`config.mk`:
```
export PLATFORM = sky130hd
export DESIGN_NAME = mix_columns_iter
export DESIGN_NICKNAME = d
export VERILOG_FILES = /design/src/rtl/aes_pkg.sv /design/src/rtl/mix_single_column.sv /design/src/rtl/mix_columns_iter.sv
export SDC_FILE = /design/constraint.sdc
export NUM_CORES = 1
export LEC_CHECK = 0
export ABC_CLOCK_PERIOD_IN_PS = 4270
export BUFFER_PORTS_ARGS = -buffer_cell sky130_fd_sc_hd__buf_2
export CAP_MARGIN = 40
export CORE_ASPECT_RATIO = 1.4
export CORE_MARGIN = 2
export CORE_UTILIZATION = 30
export DETAILED_ROUTE_END_ITERATION = 12
export GPL_ROUTABILITY_DRIVEN = 0
export PLACE_DENSITY = 0.57
export SLEW_MARGIN = 15
export SYNTH_ARGS = -nofsm -noshare
export SYNTH_HDL_FRONTEND = slang
export SYNTH_HIERARCHICAL = 1
export SYNTH_SLANG_ARGS = --single-unit
```
`constraint.sdc`:
```
create_clock -name clock -period 4.27 [get_ports clock]
set_clock_uncertainty 0.05 [all_clocks]
set_input_delay 0.854 -clock clock [delete_from_list [all_inputs] [get_ports clock]]
set_output_delay 0.854 -clock clock [all_outputs]
set_load 0.05 [all_outputs]
```
`src/rtl/aes_pkg.sv`:
```
// Shared AES types, GF(2^8) helpers and the MixColumns FSM encoding.
package aes_pkg;

  typedef logic [127:0] aes_state_t;
  typedef logic [31:0]  aes_col_t;

  localparam logic [7:0] AES_POLY = 8'h1b;

  function automatic logic [7:0] xtime(input logic [7:0] x);
    return {x[6:0], 1'b0} ^ (x[7] ? AES_POLY : 8'h00);
  endfunction

  function automatic logic [7:0] gf_mul3(input logic [7:0] x);
    return xtime(x) ^ x;
  endfunction

  typedef enum logic [1:0] {IDLE, BUSY, DONE} mc_state_e;

endpackage

```
`src/rtl/mix_single_column.sv`:
```
// Combinational MixColumns on one 32-bit column; row r lives in byte r (bits 8r+:8).
module mix_single_column
  import aes_pkg::*;
(
  input  aes_col_t i_col,
  output aes_col_t o_col
);

  logic [7:0] w_a0, w_a1, w_a2, w_a3;

  assign w_a0 = i_col[7:0];
  assign w_a1 = i_col[15:8];
  assign w_a2 = i_col[23:16];
  assign w_a3 = i_col[31:24];

  assign o_col[7:0]   = xtime(w_a0) ^ gf_mul3(w_a1) ^ w_a2 ^ w_a3;
  assign o_col[15:8]  = w_a0 ^ xtime(w_a1) ^ gf_mul3(w_a2) ^ w_a3;
  assign o_col[23:16] = w_a0 ^ w_a1 ^ xtime(w_a2) ^ gf_mul3(w_a3);
  assign o_col[31:24] = gf_mul3(w_a0) ^ w_a1 ^ w_a2 ^ xtime(w_a3);

endmodule

```
`src/rtl/mix_columns_iter.sv`:
```
// Iterative MixColumns between two FIFOs: pops a state, mixes COLS_PER_CYCLE columns per
// BUSY cycle, then pushes it; bypass states go straight to DONE unchanged.
module mix_columns_iter
  import aes_pkg::*;
#(
  parameter int unsigned COLS_PER_CYCLE = 1
) (
  input  logic       clock,
  input  logic       reset,
  input  aes_state_t in_state,
  input  logic       in_bypass,
  input  logic       in_state_empty,
  output logic       in_state_rd,
  output aes_state_t out_state,
  output logic       out_state_wr,
  input  logic       out_state_full
);

  localparam logic [1:0] CNT_STEP = 2'(COLS_PER_CYCLE % 4);
  localparam logic [1:0] CNT_LAST = 2'((4 - COLS_PER_CYCLE) % 4);

  mc_state_e  r_state;
  logic [1:0] r_cnt;
  aes_state_t r_work;

  logic [1:0] w_idx     [COLS_PER_CYCLE];
  aes_col_t   w_col_in  [COLS_PER_CYCLE];
  aes_col_t   w_col_out [COLS_PER_CYCLE];
  aes_state_t w_work_mixed;
  logic       w_pop;
  logic       w_push;

  for (genvar g = 0; g < int'(COLS_PER_CYCLE); g++) begin : g_col
    assign w_idx[g]    = r_cnt + 2'(g);
    assign w_col_in[g] = r_work[{w_idx[g], 5'b0} +: 32];
    mix_single_column u_msc (
      .i_col (w_col_in[g]),
      .o_col (w_col_out[g])
    );
  end

  always_comb begin
    w_work_mixed = r_work;
    for (int i = 0; i < int'(COLS_PER_CYCLE); i++) begin
      w_work_mixed[{w_idx[i], 5'b0} +: 32] = w_col_out[i];
    end
  end

  // Strobes are gated by reset so nothing moves while it is held.
  assign w_push = reset && (r_state == DONE) && !out_state_full;
  assign w_pop  = reset && !in_state_empty &&
                  ((r_state == IDLE) || ((r_state == DONE) && !out_state_full));

  assign in_state_rd  = w_pop;
  assign out_state_wr = w_push;
  assign out_state    = r_work;

  always_ff @(posedge clock) begin
    if (!reset) begin
      r_state <= IDLE;
      r_cnt   <= '0;
      r_work  <= '0;
    end else begin
      unique case (r_state)
        IDLE: begin
          if (w_pop) begin
            r_work  <= in_state;
            r_cnt   <= '0;
            r_state <= in_bypass ? DONE : BUSY;
          end
        end
        BUSY: begin
          r_work <= w_work_mixed;
          r_cnt  <= r_cnt + CNT_STEP;
          if (r_cnt == CNT_LAST) r_state <= DONE;
        end
        DONE: begin
          if (w_push) begin
            if (w_pop) begin
              r_work  <= in_state;
              r_cnt   <= '0;
              r_state <= in_bypass ? DONE : BUSY;
            end else begin
              r_state <= IDLE;
            end
          end
        end
        default: r_state <= IDLE;
      endcase
    end
  end

endmodule

```
==> impl_summary.md, run 1 <==
Floorplanning
The die covers between 0.02 and 0.03 sq mm. The initial utilization of the core area, before any placement, comes to a little under a third. The area of the core is approximately 0.026 sq mm. From bottom edge to top edge, the die measures ~200 um. The number of I/O pins is roughly 260. The horizontal die dimension is ~140 um. The floorplan has 70 rows.

Detailed routing
The post-route DRC violation count is 0. After detailed routing, the average wire length per cell comes to approximately 26 um. The initial DRC count is 610.

Detailed routing inserted a total of between 7,000 and 8,000 vias. The first detailed-routing pass took 5 iterations. The detailed-route vias per instance is 5.937. The detail route stage leaves a number of antenna-violating nets equal to 0. The final layout contains routed wiring with a total length of 32,960 um.

Synth
After synthesis, the share of flip-flops with an asynchronous set or reset is 0%. The average cell area after synthesis is about 12 sq um. In this run, synthesis inferred 0 flip-flops with an integrated enable. The flip-flop and latch count after synthesis is around 130. In the synthesized netlist, the number of instances is 685. The synthesized cell area is 0.007899 sq mm.

The total of warnings raised by yosys is 6. The fraction of the yosys area taken by sequential cells is roughly 33%. The post-synthesis net count is ~820.

The leading register cell type out of synthesis is dfxtp_1. The number of distinct library cell variants in the gate-level netlist after synthesis is 38.

Place
Detailed placement finished with a half-perimeter wire length of between 20,000 and 25,000 um. The count of buffers inserted at the top-level ports is between 200 and 300. At the placement stage, the worst setup path has a slack of between 0.8 and 0.9 ns.

Global route
The first global-routing pass estimated roughly 48,000 um of wire. Global routing used 23.22% of the available tracks across all layers. The number of antenna violations at the first check in global routing is 5. The remaining global-route overflow is 0. Entering global routing, the biggest net connects 79 pins.

The via count of the first global-routing pass is 7,522.

Clocking
The post-cts resize count is 0. The hold buffer count at CTS is 0. The tree is rooted in a clkbuf_16. After clock tree synthesis, the clock-pin slew on the worst setup and hold paths is ~0.060 ns. The clock latency on the worst-skew pair is between 0.4 and 0.5 ns. The CTS tree is built. The number of H-tree levels is 4. The number of buffers inserted to repair setup after CTS is 0. The maximum clock path buffer count is 2. The number of CTS-inserted buffers is 17. The total clock sinks is 132.

Power and ir drop
The internal portion of the total power is 3.147 mW. The completed layout was analyzed and its total power is 5.354 mW. The power density relative to cell area is 533.1 mW/mm^2. In this run switching power makes up 41.22% of total power. The combinational fraction of design power is between 40% and 50%.

The standby leakage power is between 5 and 6 nW. Of the total power, registers draw between 20% and 30%. The part of the total power dissipated in the clock network is 28.2%.

In this run the power spent charging and discharging nets is approximately 2.2 mW. IR analysis of the VDD net gives a maximum drop of 0.2567 mV.

Timing
The number of max-slew violations in the final report is 0. The number of failing hold endpoints at the final stage was 0. In this run the tightest slew margin relative to its limit is about 42%. The final critical-path setup slack is between 0.9 and 1 ns.

The final-layout worst hold slack is about 0.47 ns. Based on the critical path, the design can be clocked at up to about 300 MHz. The worst-margin pin slew is between 0.8 and 0.9 ns. The final-layout setup total negative slack is 0 ns.

Setup violations remaining at the end of the flow were counted as 0. Setup repair after global routing left no endpoint under its margin. The clock period minus worst slack is ~3.4 ns. The share of the clock period used by the worst path after layout is approximately four fifths.

Setup path
In this run the worst path has a maximum fanout of 22. The endpoint type of the worst setup path is a flip-flop. The worst path arrival time is 3.64 ns. The critical path is of the flip-flop to flip-flop type. At the worst endpoint, the required time is between 4 and 5 ns. The internal reg-to-reg setup slack is just over 0.9 ns. STA classifies the critical path startpoint as a flip-flop.

Finish
The most common cell after layout, fill and taps aside is buf_2. The number of nets in the layout is between 1,000 and 1,500. In the final layout, the share of cells above drive strength 1 is 40.87%.

In the layout the commonest cells are buf_2, dfxtp_1, nor2_1. Compared with the post-synthesis result, the final layout area differs by 27.17%. The count of fill cells added during filler insertion is 2,616.

Hold path
The classification of the worst-slack hold path is flip-flop to flip-flop.

Flow run
The max-capacitance violation count is 0.

Run status
The flow ran to the end, and the final reports show no timing, DRC or antenna violations.
## cells in the mapped netlist (8+ instances only)
library cell	count	share of area, %
dfxtp_1	132	33
nor2_1	67	3.2
o21ai_0	66	4.2
o211a_1	65	8.2
a221oi_1	64	7.1
a221o_1	60	7.6
clkbuf_1	46	2.2
mux4_2	32	9.1
xnor3_1	31	8.8
buf_2	17	1.1
xnor2_1	17	1.9
xor2_1	13	1.4
buf_4	10	0.95
xor3_1	10	3.0
buf_6	8	1.1
## worst paths after layout
check,endpoint,depth (start not counted),startpoint
min,out_state[21],1,out_state[21]
max,out_state[57],6,r_cnt[0]
max reg2reg,out_state[57],6,r_cnt[0]
min reg2reg,out_state[21],1,out_state[21]
## power groups by stage
stage          Combinational, mW  Clock, mW  Sequential, mW
2_1_floorplan               1.25          0            1.90
3_3_place_gp                2.31          0            1.52
3_5_place_dp                2.32          0            1.52
4_1_cts                     2.33       1.53            1.49
5_1_grt                     2.44       1.58            1.51
6_report                    2.35       1.51            1.49
## critical path, stage by stage, from the launching register on
cell,delay [ns]
dfxtp_2,0.78
buf_12,0.29
mux4_2,0.61
xnor2_1,0.42
xnor3_1,0.61
a221o_1,0.36
o211a_1,0.12
## cell families (layout without fill, tap and decap cells)
kind of cell | after synthesis | in the layout | synth area share, %
buffers and inverters | 85 | 320 | 5.560
DFF | 132 | 132 | 33.45
muxes | 32 | 32 | 9.124
xor gates and xnor gates | 75 | 75 | 16.49
other | 0 | 5 | 0
adders and majority gates | 4 | 4 | 0.6336
AOI/OAI and AO/OA | 272 | 272 | 29.26
and+or+nand+nor | 85 | 85 | 5.481
## metal layers
layer | track usage [%] | wire length (um) | up-vias
met2 | 40.58 | 16940 | 409
li1 | - | - | 3200
met1 | 26.44 | 12310 | 3720
met3 | 4.467 | 2161 | 86
met5 | 0 | 0 | -
met4 | 12.85 | 1543 | 0
## metrics by stage
step / util [%] / cell area, sq um / std cells
after global routing: 38.61 / 10040 / 1249
after floorplan: - / 7899 / 685
after global placement: 36.21 / 9420 / 1211
after detailed placement: 36.26 / 9432 / 1212
final: 38.61 / 10040 / 1249
after CTS: 38.57 / 10030 / 1244
## cell type report
| class | count | area [sq um] | area share [%] |
|---|---|---|---|
| Inverter | 3 | 11.26 | 0.1121 |
| Clock inverter | 14 | 161.4 | 1.607 |
| Sequential cell | 132 | 2645 | 26.33 |
| Multi-Input combinational cell | 468 | 4867 | 48.46 |
| Antenna cell | 5 | 12.51 | 0.1246 |
| Timing Repair Buffer | 285 | 1503 | 14.96 |
| Tap cell | 324 | 405.4 | 4.036 |
| Clock buffer | 18 | 439.2 | 4.372 |
## flip-flops by register name, summed over array words and instances (netlist names)
name	count
out_state	128
r_cnt	2
r_state	2
(Power assumes the default switching activity.)
==> run 2: changes to the inputs <==
Settings changed: ABC_AREA set to 1, ABC_CLOCK_PERIOD_IN_PS 4270 to 3100, PLACE_DENSITY 0.57 to 0.55.
Clock period 4.27 ns to 3.1 ns, I/O delays scaled along.
==> impl_summary.md, run 2 <==
Setup path
The start-to-end type of the worst setup path is flip-flop to flip-flop. The number of logic stages on the critical path including buffering is 14 (+8). The cell type with the highest occurrence count on the critical path is nand2_1.

The maximum cell stage delay along the critical path came to 0.53 ns (-0.25 ns). The source of the critical timing path is r_cnt[1]. The endpoint required time on the critical path was 3.44 ns (-1.10 ns). STA classifies the critical path startpoint as a flip-flop. The worst reg2reg path depth is 14 (+8). The most critical setup path has its endpoint at out_state[62]. The worst register-to-register path ends at out_state[62]. The startpoint of the most critical register-to-register path is r_cnt[1]. The largest driver fanout on the critical path was 21 (-4.5%). The number of buffers and inverters on the critical path was 4 (+3). The cell with the biggest individual delay on the critical path is a21oi_1.

On the critical path the largest part of the delay comes from compound AO/OA/AOI/OAI gates. The endpoint type of the worst setup path is a flip-flop. The critical path goes through inv_2, buf_4, buf_4, o21ai_0, a21oi_1, a21oi_1, inv_1, nand2_1, nand2_1, xor2_1, nand2_1, o21ai_0, nor2_1, nor2_1. The worst path arrival time is 3.22 ns (-0.42 ns). The internal reg-to-reg setup slack is 0.22 ns (-0.69 ns).

Synth
Of all cell types, the one taking the most synthesized area is nand2_1. The synthesized netlist cell count is 1,867 (+170%). In the synthesized netlist the dominant register cell turns out to be dfxtp_1. The area share of the leading cell type in the synthesized netlist is 29.28% (-4.2 points).

The post-synthesis async set-or-reset flop share is 0% (unchanged). After synthesis, the cell types taking the most area are nand2_1, dfxtp_1, nor2_1. The post-synthesis net count is 2,004 (+140%). The commonest cells after synthesis are nand2_1, nor2_1, inv_1. The number of distinct library cell variants in the gate-level netlist after synthesis came to 35 (-7.9%). The total of warnings raised by yosys was 6 (unchanged). The number of enable flip-flop cells after synthesis is 0 (unchanged). The synthesized cell area is 0.01013 sq mm (+28%). The library cell with the highest instance count after synthesis is nand2_1. The average cell area after synthesis came to 5.424 sq um (-53%). The flip-flop and latch count after synthesis is 132 (unchanged). The fraction of the yosys area taken by sequential cells is 26.10% (-7.4 points).

Detailed routing
The post-route DRC violation count is 0 (unchanged). The final wirelength was 40,930 um (+24%). The detailed-route vias per instance is 4.706 (-21%). The count of antenna-violating nets left after detailed routing came to 0 (unchanged). The initial DRC count is 940 (+54%).

The detail-routed net length per standard cell was 16.06 um (-39%). The number of optimization iterations in the first detailed-route pass is 5 (unchanged). The vias after detailed routing came to 12,000 (+62%).

Global route
The number of antenna violations at the first check in global routing came to 0 (-5). The first-pass GRT wire length came to 63,280 um (+33%). The remaining global-route overflow is 0 (unchanged). The total global-route track usage came to 22.89% (-0.32 points). The pin count of the biggest net entering global routing is 70 (-11%).

The via count of the first global-routing pass is 11,210 (+49%).

Clocking
The total clock sinks is 132 (unchanged). The number of buffers inserted to repair setup after CTS was 0 (unchanged). The clock-pin slew on the worst setup and hold paths was 0.06 ns (about the same). The maximum clock path buffer count is 2 (unchanged).

The tree is rooted in a clkbuf_16. The number of H-tree levels is 4 (unchanged). The number of CTS-inserted buffers is 17 (unchanged). The clock latency on the worst-skew pair is 0.45 ns (+0.02 ns).

TritonCTS built the clock tree.

Finish
The post-route standard cell area excluding fillers is 0.01257 sq mm (+25%). The top cell types in the final layout, fill and taps aside, are nand2_1, nor2_1, buf_2. The number of diodes came to 0 (-5). The footprint of the multi-input gates came to 0.006267 sq mm (+29%). The count of fill cells added during filler insertion is 3,740 (+43%).

The share of layout cells above drive strength 1 is 19.63% (-21 points). The register area is 0.002643 sq mm (about the same). The final cell count without fillers came to 2,549 (+100%). The number of nets in the layout was 2,229 (+110%). The flip-flop count of the largest register, all copies and words added is 128 (unchanged).

The library cell used most frequently in the layout, excluding fill and tap cells, is nand2_1. The signed area change from the synthesized netlist to the final layout is 24.11%. The final standard cell utilization of the core is 37.84% (-0.78 points).

Power and ir drop
The reported net switching power is 3.419 mW (+55%). The part of the total power dissipated in the clock network is 27.8% (-0.4 points). The internal cell power is 4.078 mW (+30%). The worst voltage drop across the vdd grid is 0.3223 mV (+26%). The standby leakage power is 7.089 nW (+39%). The power density relative to cell area is 596.6 mW/mm^2 (+12%). The share of power burned in registers is 27.7% (-0.2 points). The net switching fraction of the power was 45.61% (+4.4 points). The combinational fraction of design power is 44.5% (+0.6 points).

The total power after layout came to 7.497 mW (+40%).

Place
The sum of net half-perimeters after detailed placement is 30,610 um (+30%). The instance area at placement is 0.01193 sq mm (+26%). The total placed cells including tap cells was 2,518 (+110%). The count of buffers inserted at the top-level ports is 262 (unchanged).

Floorplanning
The initial core utilization came to 30.49% (+0.12 points). The horizontal die dimension is 159.3 um (+13%). The area of the core is 0.03321 sq mm (+28%). The vertical die dimension is 221.4 um (+13%). The row count is 79 (+13%).

The number of I/O pins is 263 (unchanged). The die outline area came to 0.03526 sq mm (+27%).

Run status
The run finished with clean final reports.

Timing
The final-report setup violation count was 0 (unchanged). The number of failing hold endpoints at the final stage is 0 (unchanged). The tightest slew margin relative to the limit is 45.66% (+3.6 points).

The share of the clock period used by the worst path after layout is 92.95% (+14 points). The worst-margin pin slew came to 0.8152 ns (-0.05440 ns). The fmax is 347.0 MHz (+17%). The number of max-slew violations in the final report is 0 (unchanged). The clock period minus worst slack is 2.882 ns (-0.4821 ns).

Flow run
The max-capacitance violation count is 0 (unchanged).

Hold path
The worst hold path belongs to the class input pin to flip-flop.
## run 2: cell types whose count changed in the layout (fill, tap and decap cells not counted), sizes merged, moves of 65 or more
cell,delta
inv,+184
nor2,+213
nand3,+67
a21oi,+98
o211a,-65
o21ai,+65
nand2,+802
## run 2: logic make-up after synthesis
kind of cell             Yosys count  synth area share, %
AND/OR/NAND/NOR                 1160                45.29
buffers and inverters            298                12.64
AO/OA/AOI/OAI                    232                11.53
flip-flops                       132                26.10
XOR/XNOR                          41                3.954
adder cells (fa/ha/maj)            4               0.4943
## run 2: power groups by stage
stage,clock (mW),combinational (mW),sequential (mW)
after floorplan,0,1.72,2.70
after global placement,0,3.26,2.11
after detailed placement,0,3.30,2.11
after CTS,2.12,3.32,2.08
after global routing,2.18,3.67,2.09
final,2.09,3.34,2.08
## run 2: layer usage
layer,vias to the layer above,track usage (%),part of all wire [%],wire (um)
met2,399,41.80,51,20900
met5,-,0,0,0
met3,66,3.524,5.5,2260
met1,5414,26.33,40,16320
met4,0,9.765,3.5,1442
li1,6116,-,-,-
## run 2: area by class of cell
cell class	count	area share [%]
multi-input combinational	1437	49.87
sequential	132	21.03
timing repair buffer	317	14.33
inverter	187	5.705
tap	445	4.430
clock buffer	21	3.584
clock inverter	10	1.055
## run 2: worst min path at each step
stage,cells after the start,from,slack (ns),endpoint
after global routing,3,in_bypass,0.43,r_state[0]
final,3,in_bypass,0.41,r_state[0]
after detailed placement,4,out_state[25],0.47,out_state[25]
after floorplan,2,r_cnt[1],0.46,r_cnt[1]
after CTS,3,in_bypass,0.39,r_state[0]
after global placement,4,out_state[121],0.46,out_state[121]
## run 2: metrics by stage
stage | TNS (ns) | worst slack (ns) | hold slack [ns]
finish | 0 | 0.2185 | 0.4076
global route | -0.01063 | -0.01063 | 0.4251
CTS | 0 | 0.05700 | 0.3897
detailed placement | -0.008462 | -0.008462 | 0.4668
global placement | 0 | 0.02478 | 0.4627
floorplan | 0 | 0.2567 | 0.4625
## run 2: worst register-to-register path, delay by kind of cell, from the launching register on
kind	cells	cell delay (ns)
compound gates	4	0.83
xor+xnor	1	0.44
buf+inv	4	0.61
simple gates	5	0.48
flops	1	0.41
## run 2: repair_timing
action	4_1_cts	5_1_grt
setup endpoints to repair	2	32
hold endpoints to repair	0	0
pin swaps	0	0
gates cloned	0	0
resized for setup	1	12
hold buffers	0	0
==> run 3: changes to the inputs <==
Settings changed: RECOVER_POWER set to 50.
==> impl_summary.md, run 3 (synthesis results as in run 2) <==
Place
The instance area at placement is 0.01193 sq mm (unchanged). The post-placement worst setup slack is -0.008462 ns (unchanged). The count of buffers inserted at the top-level ports is 262 (unchanged). The sum of net half-perimeters after detailed placement came to 30,610 um (unchanged).

Floorplanning
The vertical die dimension is 221.4 um (unchanged). The initial core utilization is 30.49% (unchanged). The die outline area is 0.03526 sq mm (unchanged). The area of the core was 0.03321 sq mm (unchanged). The number of I/O pins came to 263 (unchanged). The row count is 79 (unchanged).

The horizontal die dimension is 159.3 um (unchanged).

Timing
The final critical-path setup slack is 0.2314 ns (+0.01287 ns). The number of failing hold endpoints at the final stage is 0 (unchanged). The worst-margin pin slew is 0.8104 ns (-0.004725 ns). The fmax is 348.6 MHz (+0.45%).

The final-report setup violation count is 0 (unchanged). The share of the clock period used by the worst path after layout is 92.54% (-0.42 points). The final-layout worst hold slack came to 0.4077 ns (+0.0001250 ns). The number of max-slew violations in the final report is 0 (unchanged). The tightest slew margin relative to the limit came to 45.97% (+0.31 points). The clock period minus worst slack came to 2.869 ns (-0.01287 ns).

Detailed routing
The final wirelength was 41,000 um (+0.16%). The detailed-route vias per instance is 4.723 (+0.36%). The vias after detailed routing is 12,040 (+0.36%). The detail-routed net length per standard cell was 16.08 um (+0.16%). The number of optimization iterations in the first detailed-route pass is 5 (unchanged).

The initial DRC count is 872 (-7.2%). The count of antenna-violating nets left after detailed routing is 0 (unchanged). The post-route DRC violation count came to 0 (unchanged).

Clocking
The number of H-tree levels is 4 (unchanged). TritonCTS built the clock tree. The clock latency on the worst-skew pair came to 0.45 ns (about the same).

The number of CTS-inserted buffers is 17 (unchanged). The total clock sinks is 132 (unchanged). The root buffer cell is clkbuf_16. The maximum clock path buffer count is 2 (unchanged). The clock-pin slew on the worst setup and hold paths is 0.06 ns (about the same).

Finish
The share of layout cells above drive strength 1 is 13.59% (-6.0 points). The most common cell after layout, fill and taps aside is nand2_1. The number of nets in the layout is 2,229 (unchanged). The number of diodes was 0 (unchanged). The flip-flop count of the largest register, all copies and words added was 128 (unchanged). The post-route standard cell area excluding fillers came to 0.01241 sq mm (-1.3%). Compared with the post-synthesis result, the final layout area differs by 22.55%. The top cell types in the final layout, fill and taps aside, are nand2_1, nor2_1, inv_1.

Global route
The total global-route track usage is 22.89% (unchanged). The number of antenna violations at the first check in global routing is 0 (unchanged). The first-pass GRT wire length came to 63,280 um (unchanged). The pin count of the biggest net entering global routing is 70 (unchanged). The via count of the first global-routing pass was 11,210 (unchanged). The remaining global-route overflow is 0 (unchanged).

Run status
The run finished with clean final reports.

Setup path
The largest driver fanout on the critical path was 21 (unchanged). STA classifies the critical path endpoint as a flip-flop. STA classifies the critical path startpoint as a flip-flop. The start-to-end type of the worst setup path is flip-flop to flip-flop. The worst path arrival time is 3.20 ns (-0.02 ns). The endpoint required time on the critical path is 3.44 ns (about the same).

Power and ir drop
The power density relative to cell area came to 600.6 mW/mm^2 (+0.68%). The standby leakage power is 6.605 nW (-6.8%). The worst voltage drop across the vdd grid came to 0.3228 mV (+0.16%).

Hold path
The worst hold path belongs to the class input pin to flip-flop.

Flow run
The max-capacitance violation count is 0 (unchanged).
==> run 3: changes by cell type in the layout (fill, tap and decap cells not counted), sizes merged <==
cell    delta
buf      -126
clkbuf   +126
==> run 3: through the flow <==
stage	instances	util (%)	setup TNS, ns	power, mW
global placement	2515	35.78	0	5.374
detailed placement	2518	35.92	-0.008462	5.416
global route	2549	37.36	-0.01063	7.899
CTS	2549	37.68	0	7.516
finish	2549	37.36	0	7.454
floorplan	1867	-	0	4.425
==> run 3: timing repair <==
action | in CTS | in global routing
setup endpoints to repair | 2 | 32
gates resized for setup | 1 | 12
hold buffers | 0 | 0
buffers inserted | 0 | 0
==> run 3: routing by layer <==
layer / wire, um / up-vias / track usage (%)
met2: 20830 / 430 / 41.80
met5: 0 / - / 0
li1: - / 6119 / -
met3: 2319 / 75 / 3.524
met4: 1573 / 0 / 9.765
met1: 16270 / 5414 / 26.33
==> run 3: worst paths after layout <==
kind / startpoint / endpoint / slack (ns) / cells past startpoint
setup / recovery: r_cnt[1] / out_state[62] / 0.23 / 14
setup reg to reg: r_cnt[1] / out_state[62] / 0.23 / 14
hold reg to reg: out_state[25] / out_state[25] / 0.48 / 4
hold / removal: in_bypass / r_state[0] / 0.41 / 3
==> run 3: report_power, final <==
part           switching [mW]  internal (mW)  leakage [nW]
combinational            2.42          0.859          5.24
clock                   0.815           1.27         0.279
sequential              0.189           1.89          1.09
==> run 3: critical path, cell delays in order, from the launching register on <==
cell     delay, ns
dfxtp_1       0.40
inv_2         0.10
buf_4         0.23
buf_4         0.19
o21ai_0       0.07
a21oi_1       0.06
a21oi_1       0.53
inv_1         0.09
nand2_1       0.08
nand2_1       0.11
xor2_1        0.44
nand2_1       0.13
o21ai_0       0.17
nor2_1        0.07
nor2_1        0.09
==> run 3: cell type report <==
class                   count  area, sq um
multi-input cells        1437         6267
inverters                 187        716.9
clock inverters            10        132.6
repair buffers            317         1643
fillers                  3797        20800
clock buffers              21        450.4
well taps                 445        556.8
flip-flops and latches    132         2643
